## config.mk

```make
export PLATFORM = sky130hd
export DESIGN_NAME = regfile_pbank
export DESIGN_NICKNAME = d
export VERILOG_FILES = /design/src/rtl/regfile_pbank.sv
export SDC_FILE = /design/constraint.sdc
export NUM_CORES = 1
export LEC_CHECK = 0
export BUFFER_PORTS_ARGS = -buffer_cell sky130_fd_sc_hd__buf_2
export CELL_PAD_IN_SITES_DETAIL_PLACEMENT = 1
export CELL_PAD_IN_SITES_GLOBAL_PLACEMENT = 2
export CORE_MARGIN = 10
export CORE_UTILIZATION = 41
export DETAILED_ROUTE_END_ITERATION = 10
export PLACE_DENSITY_LB_ADDON = 0.05
export RECOVER_POWER = 100
export SETUP_SLACK_MARGIN = 0.3
export SYNTH_ARGS = -nofsm -noshare
export SYNTH_HDL_FRONTEND = slang
export SYNTH_SLANG_ARGS = --single-unit
```

## constraint.sdc

```tcl
create_clock -name clk -period 3.35 [get_ports clk]
set_input_delay 0.1675 -clock clk [delete_from_list [all_inputs] [get_ports clk]]
set_output_delay 0.1675 -clock clk [all_outputs]
set_load 0.005 [all_outputs]
```

## src/rtl/regfile_pbank.sv

```systemverilog
// regfile_pbank: NREG x DATA_W register bank with one write port, two registered read ports, write bypass, sync clear and an LED monitor; optional REGFILE_ZERO_REG_EN hardwires r0 to zero.
// Latency: a write lands in storage after 1 edge; rd_q/rs_q/q_valid are valid 1 cycle after rd_req; led_out is refreshed on every edge.
// Backpressure: none; one read result per cycle while rd_req is held, and the consumer must take each q_valid pulse.
module regfile_pbank #(
  parameter int DATA_W  = 16,
  parameter int ADDR_W  = 2,
  parameter int MON_REG = 1
) (
  input  logic              clk,
  input  logic              rst,
  input  logic              clr,
  input  logic              w_en,
  input  logic [ADDR_W-1:0] w_addr,
  input  logic [DATA_W-1:0] source_in,
  input  logic              rd_req,
  input  logic [ADDR_W-1:0] rd,
  input  logic [ADDR_W-1:0] rs,
  output logic [DATA_W-1:0] rd_q,
  output logic [DATA_W-1:0] rs_q,
  output logic              q_valid,
  output logic [DATA_W-1:0] led_out
);

  localparam int NREG = 2 ** ADDR_W;
  localparam logic [ADDR_W-1:0] MON_IDX = ADDR_W'(MON_REG);

  logic [DATA_W-1:0] mem [NREG];

  // Effective write strobe: with the zero register enabled, writes to r0 never
  // reach storage and are never forwarded.
  logic              wr_ok;
  logic [DATA_W-1:0] rd_val;
  logic [DATA_W-1:0] rs_val;
  logic [DATA_W-1:0] mon_val;

  // Operand value seen by a read this cycle: bypassed write data wins over storage.
  function automatic logic [DATA_W-1:0] fwd_val(
    input logic [ADDR_W-1:0] a,
    input logic              we,
    input logic [ADDR_W-1:0] wa,
    input logic [DATA_W-1:0] wd,
    input logic [DATA_W-1:0] stored
  );
    logic [DATA_W-1:0] v;
    v = stored;
    if (we && (wa == a)) begin
      v = wd;
    end
`ifdef REGFILE_ZERO_REG_EN
    if (a == '0) begin
      v = '0;
    end
`endif
    return v;
  endfunction

  // Qualify the write enable and form the three bypassed read values.
  always_comb begin
    wr_ok = w_en;
`ifdef REGFILE_ZERO_REG_EN
    if (w_addr == '0) begin
      wr_ok = 1'b0;
    end
`endif
    rd_val  = fwd_val(rd,      wr_ok, w_addr, source_in, mem[rd]);
    rs_val  = fwd_val(rs,      wr_ok, w_addr, source_in, mem[rs]);
    mon_val = fwd_val(MON_IDX, wr_ok, w_addr, source_in, mem[MON_IDX]);
  end

  // Register storage: async reset, sync clear has priority over the write.
  always_ff @(posedge clk or negedge rst) begin
    if (!rst) begin
      for (int i = 0; i < NREG; i++) begin
        mem[i] <= '0;
      end
    end else if (clr) begin
      for (int i = 0; i < NREG; i++) begin
        mem[i] <= '0;
      end
    end else if (wr_ok) begin
      mem[w_addr] <= source_in;
    end
  end

  // Read ports: capture operands on rd_req, hold them otherwise; q_valid pulses per request.
  always_ff @(posedge clk or negedge rst) begin
    if (!rst) begin
      rd_q    <= '0;
      rs_q    <= '0;
      q_valid <= 1'b0;
    end else if (clr) begin
      rd_q    <= '0;
      rs_q    <= '0;
      q_valid <= 1'b0;
    end else begin
      q_valid <= rd_req;
      if (rd_req) begin
        rd_q <= rd_val;
        rs_q <= rs_val;
      end
    end
  end

  // LED monitor: mirrors the monitored register every cycle, including bypassed writes.
  always_ff @(posedge clk or negedge rst) begin
    if (!rst) begin
      led_out <= '0;
    end else if (clr) begin
      led_out <= '0;
    end else begin
      led_out <= mon_val;
    end
  end

endmodule
```

==> results of run 1 <==
[repair_timing]
action,in CTS,in global routing
hold buffers,1,0
endpoints found under the setup margin,0,0
endpoints found under the hold margin,65,0
[routing by layer]
layer | share of wire, % | global-route usage (%) | vias to the layer above | routed length (um)
met1 | 48 | 26.6 | 2488 | 8920
met5 | 0 | 0 | - | 0
met4 | 1.3 | 6.02 | 0 | 245
met2 | 44 | 27.0 | 144 | 8040
li1 | - | - | 2138 | -
met3 | 6.6 | 5.01 | 21 | 1220
[power breakdown]
group / internal [mW] / switching [mW] / leakage (nW)
logic: 0.138 / 0.297 / 0.880
registers: 1.42 / 0.0356 / 1.54
clock network: 1.43 / 0.669 / 0.321
[cell usage in the layout (no fill, tap or decap), types with 6 or more instances in the layout]
cell / instances
nand4_1: 32
dfrtp_1: 113
a311oi_1: 13
nor2_1: 32
mux4_2: 30
clkbuf_1: 48
a311oi_2: 19
o31ai_1: 32
buf_2: 26
bufinv_16: 6
a21oi_1: 80
clkbuf_16: 17
nand2_1: 128
[worst max-delay path by stage]
stage          start        to  cells past startpoint
2_1_floorplan  rs[1]  rs_q[10]                      5
3_3_place_gp    w_en   rs_q[6]                      4
3_5_place_dp    w_en   rs_q[6]                      4
4_1_cts         w_en  rs_q[11]                      4
5_1_grt          clr  rs_q[10]                      3
6_report         clr  rs_q[10]                      3
[layout make-up]
class	instances	area share (%)
multi-input cells	385	41.1
flip-flops and latches	113	40.5
clock buffers	19	6.49
repair buffers	80	5.18
clock inverters	13	3.34
well taps	184	3.30
inverters	1	0.0538
[kinds of logic after synthesis]
logic type	Yosys count	synth area share, %
buf+inv	58	6.39
compound gates	144	17.2
simple gates	201	14.4
flops	113	46.4
xor+xnor	8	3.62
mux	32	12.0
[worst reg2reg max path: stages (launching register included)]
cell and delay [ns]:
dfrtp_1 0.42, mux4_1 0.55, o31ai_1 0.11, a311oi_1 0.14
[registers in the layout (all words and copies together) (netlist names)]
name,flops
led_out,16
mem,64
q_valid,1
rd_q,16
rs_q,16
==> results_dict.tcl, run 1 <==
set metrics [dict create \
    final_cells 795 \
    hold_depth 3 \
    critical-path-top-delay-family "buffers and inverters" \
    hold_viol 0 \
    layout_setup_ws_ns 1.22 \
    r2r_start "mem[33]" \
    cts_resized 0 \
    hp-class "in -> reg" \
    yosys.area.top_type "dfrtp_1" \
    maxCapViolations 2 \
    avgSynthCellArea_sq_um 11.0 \
    io_buffers 75 \
    ys_ff_latch 113 \
    cts-root-buf "clkbuf_16" \
    ys_types 28 \
    tightest_slew_ns 1.98 \
    final_util_pct 48.0 \
    wl_per_cell_um 23.2 \
    fin_skew_ns 0.00641 \
    cts_inserted_buffers 17 \
    crit_fanout 89 \
    max_stage_delay_ns 1.36 \
    r2r_cells 3 \
    setup_violations 0 \
    rsz0062_at_grt "no" \
    cpMaxStageDelayCell "clkbuf_2" \
    drc 0 \
    antenna_left 0 \
    cts_sinks 113 \
    ys_async_sr_fraction_pct 100 \
    powerDensity_mw_per_mm2 572 \
    synth_common_cells "128 x nand2_1, 113 x dfrtp_1, 80 x a21oi_1" \
    rr_endpoint "rd_q[1]" \
    drive_gt1_share_pct 19.8 \
    criticalPathCategory "in -> reg" \
    grt_usage_pct 18.7 \
    stdcell_area_sq_mm 0.00698 \
    syn_to_final_growth_pct 14.5 \
    fmax_ghz 0.469 \
    path_buf_inv 2 \
    initial_core_util_pct 41.9 \
    cts_tree "yes" \
    dr.pass1.iters 7 \
    die-area_sq_mm 0.0201 \
    hold_ws_ns 0.0665 \
    yosysWarnings 0 \
    ys.flop_type "dfrtp_1" \
    power_mw 3.99 \
    synthMostInstantiatedCell "nand2_1" \
    critical_path_arrival_ns 2.39 \
    die_w_um 142 \
    grt_max_degree 90 \
    cts_buffer_depth 2 \
    crit_path_end_kind "flip-flop" \
    synth_top_area_share_pct 46.4 \
    finalWeightedCongestion 0.788 \
    path_cells "clkbuf_2, clkbuf_1, a311oi_1" \
    nNetsFinal 625 \
    violations "max-capacitance violations, max-slew violations" \
    ys_top_cells_by_area "dfrtp_1 46%, mux4_2 11%, nand2_1 7.9%" \
    io_pins 76 \
    reg2reg_slack_ns 1.92 \
    num-fill-cells 1615 \
    clock_latency_ns 0.42 \
    grt_overflow_total 0 \
    place_area_sq_mm 0.00636 \
    diodes 0 \
    finalCriticalPeriod_ns 2.13 \
    register_area_sq_mm 0.00283 \
    cp.required_ns 3.60 \
    synth_area_sq_mm 0.00609 \
    syn_nets 583 \
    wl_mm 18.4 \
    power.leakage_nw 2.74 \
    vias 4791 \
    die_y_um 142 \
    drt_iter0_drc 352 \
    synth-edff-count 0 \
    placementRows 44 \
    multi_input_area_sq_mm 0.00287 \
    via_per_inst 6.03 \
    relSlewSlack_pct -31.7 \
    dpl.hpwl_mm 12.2 \
    place_ws_ns 1.17 \
    status "complete, but fails checks" \
    min-delay-start "source_in[9]" \
    grt_pass1_wl_mm 29.4 \
    start_kind "input pin" \
    yosysSeqAreaShare_pct 46.4 \
    h-tree-depth 4 \
    totalNegativeSetupSlack_ns 0 \
    antenna_found_initial 0 \
    clkTransAtPathRegs_ns 0.05 \
    slew_violations 156 \
    ir_drop_v 0.000372 \
    grt_pass1_vias 5053 \
    core_sq_mm 0.0145 \
    dp_cells 762 \
    post-cts-setup-buffer-count 0 \
    syn_inst 556 \
    hold_path_end "mem[9]" \
    finalCritPeriodShare_pct 63.6 \
]
Power figures use the tool's default switching activity.
==> run 2, diff against run 1 <==
--- a/config.mk
+++ b/config.mk
@@ -9,7 +9,7 @@
 export CELL_PAD_IN_SITES_DETAIL_PLACEMENT = 1
 export CELL_PAD_IN_SITES_GLOBAL_PLACEMENT = 2
 export CORE_MARGIN = 10
-export CORE_UTILIZATION = 41
+export CORE_UTILIZATION = 38
 export DETAILED_ROUTE_END_ITERATION = 10
 export PLACE_DENSITY_LB_ADDON = 0.05
 export RECOVER_POWER = 100
==> constraint.sdc (replaced) <==
create_clock -name clk -period 2.2 [get_ports clk]
set_input_delay 0.11 -clock clk [delete_from_list [all_inputs] [get_ports clk]]
set_output_delay 0.11 -clock clk [all_outputs]
set_load 0.005 [all_outputs]
==> run 2 against run 1 <==
- the run now ends clean
- largest cell class unchanged
- worst hold slack worse by 0.048 ns
- worst setup slack got worse by 0.58 ns
- power is 44% higher
- count of clock-buffer cells in the layout rose by 3
- utilization down 2.7 points
- via count fell by 2.7%
- global-route usage decreased by 1.4 points
- flip-flop and latch count unchanged
- cell count up 6.9%
- clock skew about the same
- clock power rose by 35%
- non-clock buffer count grew 23
==> results_dict.tcl, run 2 (same netlist as run 1, synthesis figures left out) <==
set metrics [dict create \
    status "completed" \
    drc 0 \
    setup_violations 0 \
    startpoint "rst" \
    crit_fanout 48 \
    initial_core_util_pct 38.6 \
    reg2reg_slack_ns 0.83 \
    die_w_um 147 \
    dpl.hpwl_mm 13.0 \
    io_buffers 75 \
    core_sq_mm 0.0158 \
    relSlewSlack_pct 12.1 \
    cts-root-buf "clkbuf_16" \
    grt_pass1_vias 4987 \
    grt_overflow_total 0 \
    finalCritPeriodShare_pct 71.1 \
    max_stage_delay_ns 0.97 \
    die-area_sq_mm 0.0215 \
    io_pins 76 \
    grt_max_degree 66 \
    vias 4663 \
    cts_tree "yes" \
    totalNegativeSetupSlack_ns 0 \
    rr_endpoint "rs_q[14]" \
    path_buf_inv 3 \
    crit_path_end_kind "asynchronous set/reset pin" \
    rsz0062_at_grt "no" \
    final_cell_mix "128 x nand2_1, 113 x dfrtp_1, 80 x a21oi_1" \
    maxCapViolations 0 \
    largest_reg_flops 64 \
    finalCriticalPeriod_ns 1.56 \
    tightest_slew_ns 1.32 \
    drt_iter0_drc 305 \
    regMostFlops "mem" \
    nNetsFinal 648 \
    fmax_ghz 0.639 \
    cpMaxStageDelayCell "clkbuf_2" \
    final_cells 850 \
    dr.pass1.iters 4 \
    ir_drop_v 0.000539 \
    syn_to_final_growth_pct 17.3 \
    dp_cells 804 \
    wl_per_cell_um 21.3 \
    p_sw_share_pct 25.8 \
    grt_usage_pct 17.3 \
    cts_sinks 113 \
    slew_violations 0 \
    critPathCapture "mem[35]" \
    final_common_cell "nand2_1" \
    p_seq_share_pct 38.8 \
    critical-path-top-delay-family "buffers and inverters" \
    start_kind "input pin" \
    cp_common_cell "clkbuf_2" \
    wl_mm 18.1 \
    critical_path_arrival_ns 2.14 \
    internal_power_mw 4.26 \
    via_per_inst 5.49 \
    clkTransAtPathRegs_ns 0.05 \
    h-tree-depth 4 \
    fin_skew_ns 0.00621 \
    combPwrFrac_pct 11.7 \
    grt_pass1_wl_mm 29.4 \
    cp.required_ns 2.77 \
    drive_gt1_share_pct 19.9 \
    register_area_sq_mm 0.00283 \
    antenna_left 0 \
    cts_buffer_depth 2 \
    path_cells "dlygate4sd3_1, clkbuf_2, clkbuf_2" \
    worst-path-stages 3 \
    clock_latency_ns 0.42 \
    hp-class "in -> reg" \
    cts_inserted_buffers 17 \
    antenna_found_initial 0 \
    criticalPathCategory "in -> async" \
    placementRows 46 \
    num-fill-cells 1777 \
    r2r_start "mem[14]" \
    r2r_cells 3 \
    finalWeightedCongestion 0.753 \
    p_clk_share_pct 49.5 \
    diodes 0 \
    multi_input_area_sq_mm 0.00286 \
    p_sw_mw 1.48 \
    hold_viol 0 \
    die_y_um 147 \
    power.leakage_nw 2.80 \
    powerDensity_mw_per_mm2 803 \
]
## run 2: worst min-delay path, cell delays in order
cell	delay, ns
buf_2	0.17
nand2_1	0.07
a21oi_1	0.05
## run 2: worst min path at each step
stage                  from          to  slack (ns)  cells past startpoint
2_1_floorplan           rst  led_out[0]       -0.19                      0
3_3_place_gp            rst     rs_q[1]        0.19                      1
3_5_place_dp            rst     rs_q[2]        0.19                      1
4_1_cts        source_in[0]     mem[48]       0.001                      3
5_1_grt        source_in[0]      mem[0]        0.02                      3
6_report       source_in[3]      mem[3]        0.02                      3
## run 2: stage by stage
stage	setup WS (ns)	power, mW	util [%]	cell area, sq um	hold WS [ns]
2_1_floorplan	0.915	2.70	-	6090	-0.186
3_3_place_gp	0.538	2.92	41.2	6500	0.185
3_5_place_dp	0.453	2.94	41.2	6500	0.190
4_1_cts	0.855	5.83	45.9	7240	0.00107
5_1_grt	0.380	5.98	45.3	7140	0.0183
6_report	0.636	5.73	45.3	7140	0.0184
## run 2: layer usage
layer  global-route usage, %  vias up  wire length (um)
met3                    3.99       24               811
met4                    5.91        0               255
met2                    23.8      108              7640
met1                    25.8     2339              9380
met5                       0        -                 0
li1                        -     2192                 -
## run 2: area by class of cell
type / instances / area share, %
clock buffers: 22 / 6.64
multi-input cells: 385 / 40.0
flip-flops and latches: 113 / 39.6
inverters: 1 / 0.0526
clock inverters: 10 / 1.86
well taps: 216 / 3.78
repair buffers: 103 / 8.08
## run 2: timing repair
item,in CTS,in global routing
endpoints found under the hold margin,70,0
buffers inserted,0,0
hold buffers,14,0
gates resized for setup,0,0
## run 2: power by group through the flow
stage / clock, mW / sequential [mW] / combinational [mW]
floorplan: 0 / 2.24 / 0.460
detailed placement: 0 / 2.26 / 0.680
global placement: 0 / 2.25 / 0.665
finish: 2.84 / 2.22 / 0.670
CTS: 2.91 / 2.22 / 0.702
global route: 3.00 / 2.23 / 0.747
==> run 3, diff against run 2 <==
--- a/config.mk
+++ b/config.mk
@@ -5,11 +5,12 @@
 export SDC_FILE = /design/constraint.sdc
 export NUM_CORES = 1
 export LEC_CHECK = 0
+export ABC_AREA = 1
 export BUFFER_PORTS_ARGS = -buffer_cell sky130_fd_sc_hd__buf_2
 export CELL_PAD_IN_SITES_DETAIL_PLACEMENT = 1
 export CELL_PAD_IN_SITES_GLOBAL_PLACEMENT = 2
 export CORE_MARGIN = 10
-export CORE_UTILIZATION = 38
+export CORE_UTILIZATION = 33
 export DETAILED_ROUTE_END_ITERATION = 10
 export PLACE_DENSITY_LB_ADDON = 0.05
 export RECOVER_POWER = 100
==> constraint.sdc (replaced) <==
create_clock -name clk -period 1.59 [get_ports clk]
set_input_delay 0.0795 -clock clk [delete_from_list [all_inputs] [get_ports clk]]
set_output_delay 0.0795 -clock clk [all_outputs]
set_load 0.005 [all_outputs]
==> run 3 against run 2 <==
- worst hold slack worse by 0.0062 ns
- flip-flop and latch count unchanged
- first-iteration DRC count up 36%
- critical endpoint is now mem[57]
- largest power group unchanged
- sequential share of layout area grew 1.3 points
==> results_dict.tcl, run 3 <==
set metrics [dict create \
    yosysWarnings 0 \
    hold_viol 0 \
    criticalPathCategory "in -> reg" \
    cts_buffer_depth 2 \
    status "completed" \
    finalWeightedCongestion 0.811 \
    wl_mm 20.6 \
    synth-adder-area-share_pct 0 \
    rsz0062_at_grt "no" \
    ys_types 20 \
    avgSynthCellArea_sq_um 7.54 \
    hold_depth 3 \
    regMostFlops "mem" \
    cts_inserted_buffers 17 \
    yosysSeqAreaShare_pct 49.5 \
    cts_hold_buffers 1 \
    die-area_sq_mm 0.0230 \
    totalNegativeSetupSlack_ns 0 \
    synth-edff-count 0 \
    cts_tree "yes" \
    crit_fanout 37 \
    grt_overflow_total 0 \
    rr_endpoint "rs_q[2]" \
    cts_resized 0 \
    r2r_cells 6 \
    ys_ff_latch 113 \
    finalCritPeriodShare_pct 77.8 \
    finalCriticalPeriod_ns 1.24 \
    min-delay-start "source_in[5]" \
    ys.flop_type "dfrtp_1" \
    antenna_found_initial 0 \
    grt_pass1_vias 5544 \
    ys_top_cells_by_area "dfrtp_1 50%, nand2_1 17%, nand3_1 16%" \
    p_sw_mw 2.10 \
    start_kind "input pin" \
    crit_path_end_kind "flip-flop" \
    die_y_um 152 \
    antenna_left 0 \
    relSlewSlack_pct 43.6 \
    p_sw_share_pct 26.4 \
    drt_iter0_drc 416 \
    diodes 0 \
    reg2reg_slack_ns 0.46 \
    internal_power_mw 5.86 \
    io_buffers 75 \
    r2r_start "mem[34]" \
    drive_gt1_share_pct 11.9 \
    synth-simple-area-share_pct 33.9 \
    cts_sinks 113 \
    grt_usage_pct 18.5 \
    critical_path_arrival_ns 1.55 \
    synth_area_sq_mm 0.00571 \
    yosys.area.top_type "dfrtp_1" \
    synth_top_area_share_pct 49.5 \
    initial_core_util_pct 33.4 \
    cp.required_ns 1.91 \
    syn_to_final_growth_pct 21.1 \
    synth_mux_area_share_pct 0 \
    ir_drop_v 0.000743 \
    synth_compound_area_share_pct 10.1 \
    grt_pass1_wl_mm 32.9 \
    dpl.hpwl_mm 14.6 \
    power.leakage_nw 3.33 \
    io_pins 76 \
    nNetsFinal 850 \
    core_sq_mm 0.0171 \
    combPwrFrac_pct 12.0 \
    via_per_inst 5.16 \
    die_w_um 152 \
    fin_skew_ns 0.00330 \
    final_common_cell "nand2_1" \
    syn_inst 758 \
    syn_nets 785 \
    p_seq_share_pct 39.0 \
    fmax_ghz 0.809 \
    tightest_slew_ns 0.847 \
    maxCapViolations 0 \
    placementRows 48 \
    dr.pass1.iters 7 \
    p_clk_share_pct 49.1 \
    hp-class "in -> reg" \
    powerDensity_mw_per_mm2 1150 \
    ys_async_sr_fraction_pct 100 \
    critPathCapture "mem[57]" \
    largest_reg_flops 64 \
    slew_violations 0 \
    synthMostInstantiatedCell "nand2_1" \
    drc 0 \
    synthXorXnorAreaFrac_pct 0.285 \
    clock_latency_ns 0.40 \
    h-tree-depth 4 \
    synth_top_family_by_area "simple AND/OR/NAND/NOR gates" \
    post-cts-setup-buffer-count 0 \
    cts-root-buf "clkbuf_16" \
    grt_max_degree 114 \
    clkTransAtPathRegs_ns 0.05 \
    synth_common_cells "262 x nand2_1, 180 x nand3_1, 113 x dfrtp_1" \
    setup_violations 0 \
    final_util_pct 40.4 \
    wl_per_cell_um 19.5 \
    hold_ws_ns 0.0122 \
    final_cell_mix "262 x nand2_1, 180 x nand3_1, 113 x dfrtp_1" \
    startpoint "clr" \
    vias 5469 \
]
-- run 3: worst min-delay path by stage --
stage / to / slack (ns)
after CTS: mem[54] / 0.002
final: mem[21] / 0.01
after global placement: rs_q[2] / 0.22
after global routing: mem[21] / 0.02
after floorplan: led_out[0] / -0.22
after detailed placement: rs_q[2] / 0.22
-- run 3: layer usage --
metal	up-vias	routed length, um	GRT usage [%]
met5	-	0	0
met2	114	8360	25.3
met1	2694	11100	28.7
met3	13	1010	3.30
li1	2648	-	-
met4	0	175	4.86
-- run 3: cell families after synthesis --
logic type             count (synthesis)
AND/OR/NAND/NOR                      449
flip-flops                           113
buffers and inverters                 82
XOR/XNOR                               1
AO/OA/AOI/OAI                        113
-- run 3: critical path, cell delays in order --
cell	delay, ns
clkbuf_1	0.12
inv_1	0.11
clkbuf_2	0.67
buf_12	0.26
nand2_1	0.12
o21ai_0	0.18
-- run 3: area by class of cell --
type,count,area [sq um]
clock buffers,21,470
clock inverters,10,134
fillers,2129,10200
inverters,27,104
multi-input cells,563,2530
flip-flops and latches,113,2830
well taps,225,282
repair buffers,101,568
-- run 3: stage by stage --
step	setup WS, ns	cells	total power, mW	instance area [sq um]
after floorplan	0.523	758	3.65	5710
after global placement	0.361	1028	4.10	6370
after detailed placement	0.290	1028	4.13	6370
after CTS	0.482	1060	8.08	6990
after global routing	0.242	1060	8.34	6920
final	0.353	1060	7.96	6920
-- run 3: power by group through the flow --
stage          Sequential (mW)  Combinational (mW)  Clock, mW
6_report                  3.10               0.954       3.91
5_1_grt                   3.12                1.07       4.15
4_1_cts                   3.10               0.988       3.99
3_5_place_dp              3.15               0.978          0
3_3_place_gp              3.14               0.958          0
2_1_floorplan             3.13               0.516          0
